<file path="src/rtl/pe_stream_checker.sv">
// Golden-vs-DUT stream checker for the interpolation-filter PE benches: golden FIFO,
// lane-wise compare, watchdog and PASS/FAIL end-of-test FSM. Optional PE_CHECK_FIRST_ERR_EN.

module pe_lane_cmp #(
  parameter int DW = 17
) (
  input  logic [DW-1:0] a,
  input  logic [DW-1:0] b,
  output logic          ne
);
  assign ne = (a != b);
endmodule


</file>
<file path="config.mk">
export PLATFORM = sky130hd
export DESIGN_NAME = pe_lane_cmp
export DESIGN_NICKNAME = d
export VERILOG_FILES = /design/src/rtl/pe_stream_checker.sv
export SDC_FILE = /design/constraint.sdc
export NUM_CORES = 1
export LEC_CHECK = 0
export ABC_AREA = 1
export CELL_PAD_IN_SITES_DETAIL_PLACEMENT = 1
export CELL_PAD_IN_SITES_GLOBAL_PLACEMENT = 2
export CORE_UTILIZATION = 11
export DETAILED_ROUTE_END_ITERATION = 8
export PLACE_DENSITY = 0.95
export SLEW_MARGIN = 30
export SYNTH_ARGS = -nofsm -noshare
export SYNTH_HDL_FRONTEND = slang
export SYNTH_SLANG_ARGS = --single-unit
</file>
<file path="constraint.sdc">
create_clock -name vclk -period 1.2
set_clock_uncertainty 0.1 [all_clocks]
set_input_delay 0.12 -clock vclk [all_inputs]
set_output_delay 0.12 -clock vclk [all_outputs]
set_load 0.05 [all_outputs]
</file>
==> run metrics <==
status=completed; top post-synthesis cells by area=nand2_1 (40%), inv_1 (24%), xnor2_1 (17%), nor2_1 (16%), nand3_1 (1.7%); sequential cell count=0; Port Buffers=35; Mapped Cells=72; nets@finish=143; dpl hpwl=968 um; # diodes=0; IR drop worst, VDD=0.0746 mV; DIE AREA=~3000 um2; Setup violations, final=0; total via count after detailed routing=505; multi-input logic area=244 um2; Setup Buffers After CTS=0; critical path data arrival time=~0.91 ns; Placed Cells=around 140; Worst EP required=around 0.98 ns; initial antenna violation count=0; crit-path max FO=1; post-route ant nets=0; cell with the most instances after synthesis=nand2_1; GRT Total Usage=0.0719; Sequential Power Share=0; Mapped Nets=106; clock share of power=0; largest net degree at the start of global routing=3; final-layout fill cell count=353; drc violations=0; Worst Max-Slew Pin Slew=0.140 ns; die height=between 50 and 60 um; FF/Latch Area=0 um2; RSZ-0062 raised after global routing=false; Fmax achieved=~0.89 GHz; combinational fraction of design power=1.000; post-synthesis sequential area ratio=0; chip width=54.5 um; CP startpoint kind=input pin; sw frac=0.426; Ys Warns=0; Fin Setup TNS=0 ns; post-DR vias/cell=3.69; cell area after synthesis=between 300 and 400 um2; Layout Cells excl Fill=137; initial core utilization=0.119; Core ar.=2540 um2; top cell type's share of synthesized area=0.397; fin crit share=0.942; Max-slew headroom=0.906; total grt overflow=0; HP Class=in -> out; P_leak=0.000389 uW; PD cells=265 nW/um2; row count=18; Avg WL per Cell=7.15 um; P_int=approximately 90 uW; max-slew violation count=0; syn_area_per_cell=4.21 um2; area grow syn2layout=94.6%; clkbuf count=0; DRT Pass-1 Iters=2; starting DRC count in detailed routing=3; final WL=980 um; hold_ws=0.623 ns; Psw=around 66 uW; post-synth cell types=6; Max-cap violations=0; GP Congestion=just over 0.5; Fin. Hold Viols=0; vias in the first global route=484; cell taking the most area after synthesis=nand2_1; IO Pins=35; Final Critical Period=1.13 ns; first-pass GRT wire length=1680 um; synth cell count leaders=nand2_1 (32), inv_1 (19), nor2_1 (13); share of cells above drive strength 1=0.280; Critical Path Sink Type=primary output; Crit Path Category=in -> out
==> placed cells by master, fill, tap and decap left out <==
cell	synthesis	layout
nand2_1	32	32
clkbuf_2	0	13
xnor2_1	6	5
nor2_1	13	11
inv_1	19	17
nand3_1	1	1
buf_6	0	3
clkdlybuf4s15_1	0	4
xnor2_2	0	1
buf_2	0	9
nor2_2	0	2
inv_2	0	2
o21ai_1	0	1
dlygate4sd2_1	0	6
==> final cells by class <==
class,instances,area share
inverters,19,0.121
multi-input cells,53,0.414
well taps,30,0.0637
repair buffers,35,0.401
==> what timing repair did <==
item / in CTS / in global routing
hold endpoints to repair: 0 / 0
hold buffers: 0 / 0
pin swaps: 29 / 24
endpoints found under the setup margin: 1 / 1
resized for setup: 70 / 34
==> power by group through the flow <==
stage / Combinational, uW / Clock [uW] / Sequential, uW
after global routing: 178 / 0 / 0
after floorplan: 67.1 / 0 / 0
after global placement: 194 / 0 / 0
final: 156 / 0 / 0
after CTS: 165 / 0 / 0
after detailed placement: 201 / 0 / 0
==> worst paths after layout <==
path,from,to,slack (ns),cells after the start
max,b[12],ne,0.07,6
min,a[14],ne,0.62,6
==> logic make-up (layout without fill, tap and decap cells) <==
logic type | count (synthesis) | count (layout) | synth area share
and+or+nand+nor | 46 | 46 | 0.574
AOI/OAI and AO/OA | 1 | 1 | 0.0165
buffers and inverters | 19 | 54 | 0.236
xor gates and xnor gates | 6 | 6 | 0.174
==> critical path, cell delays in order <==
cell and delay, ns:
dlygate4sd2_1 0.24, xnor2_1 0.14, nand2_1 0.06, nor2_1 0.10, nand3_1 0.09, buf_6 0.16
==> per-layer routing <==
| metal | track usage | up-vias | part of all wire |
|---|---|---|---|
| li1 | - | 270 | - |
| met1 | 0.0728 | 212 | 0.36 |
| met2 | 0.161 | 23 | 0.54 |
| met3 | 0.00556 | 0 | 0.096 |
| met4 | 0 | 0 | 0 |
| met5 | 0 | - | 0 |
==> per-stage QoR <==
stage	worst slack [ns]	utilization	instance area [um2]	total power, uW
final	0.0701	0.232	589	156
after global routing	0.00325	0.232	589	178
after CTS	0.000513	0.254	646	165
after detailed placement	-0.319	0.270	688	201
after global placement	-0.302	0.270	688	194
after floorplan	0.146	-	303	67.1
No activity file was read; power rests on OpenSTA's default activity.
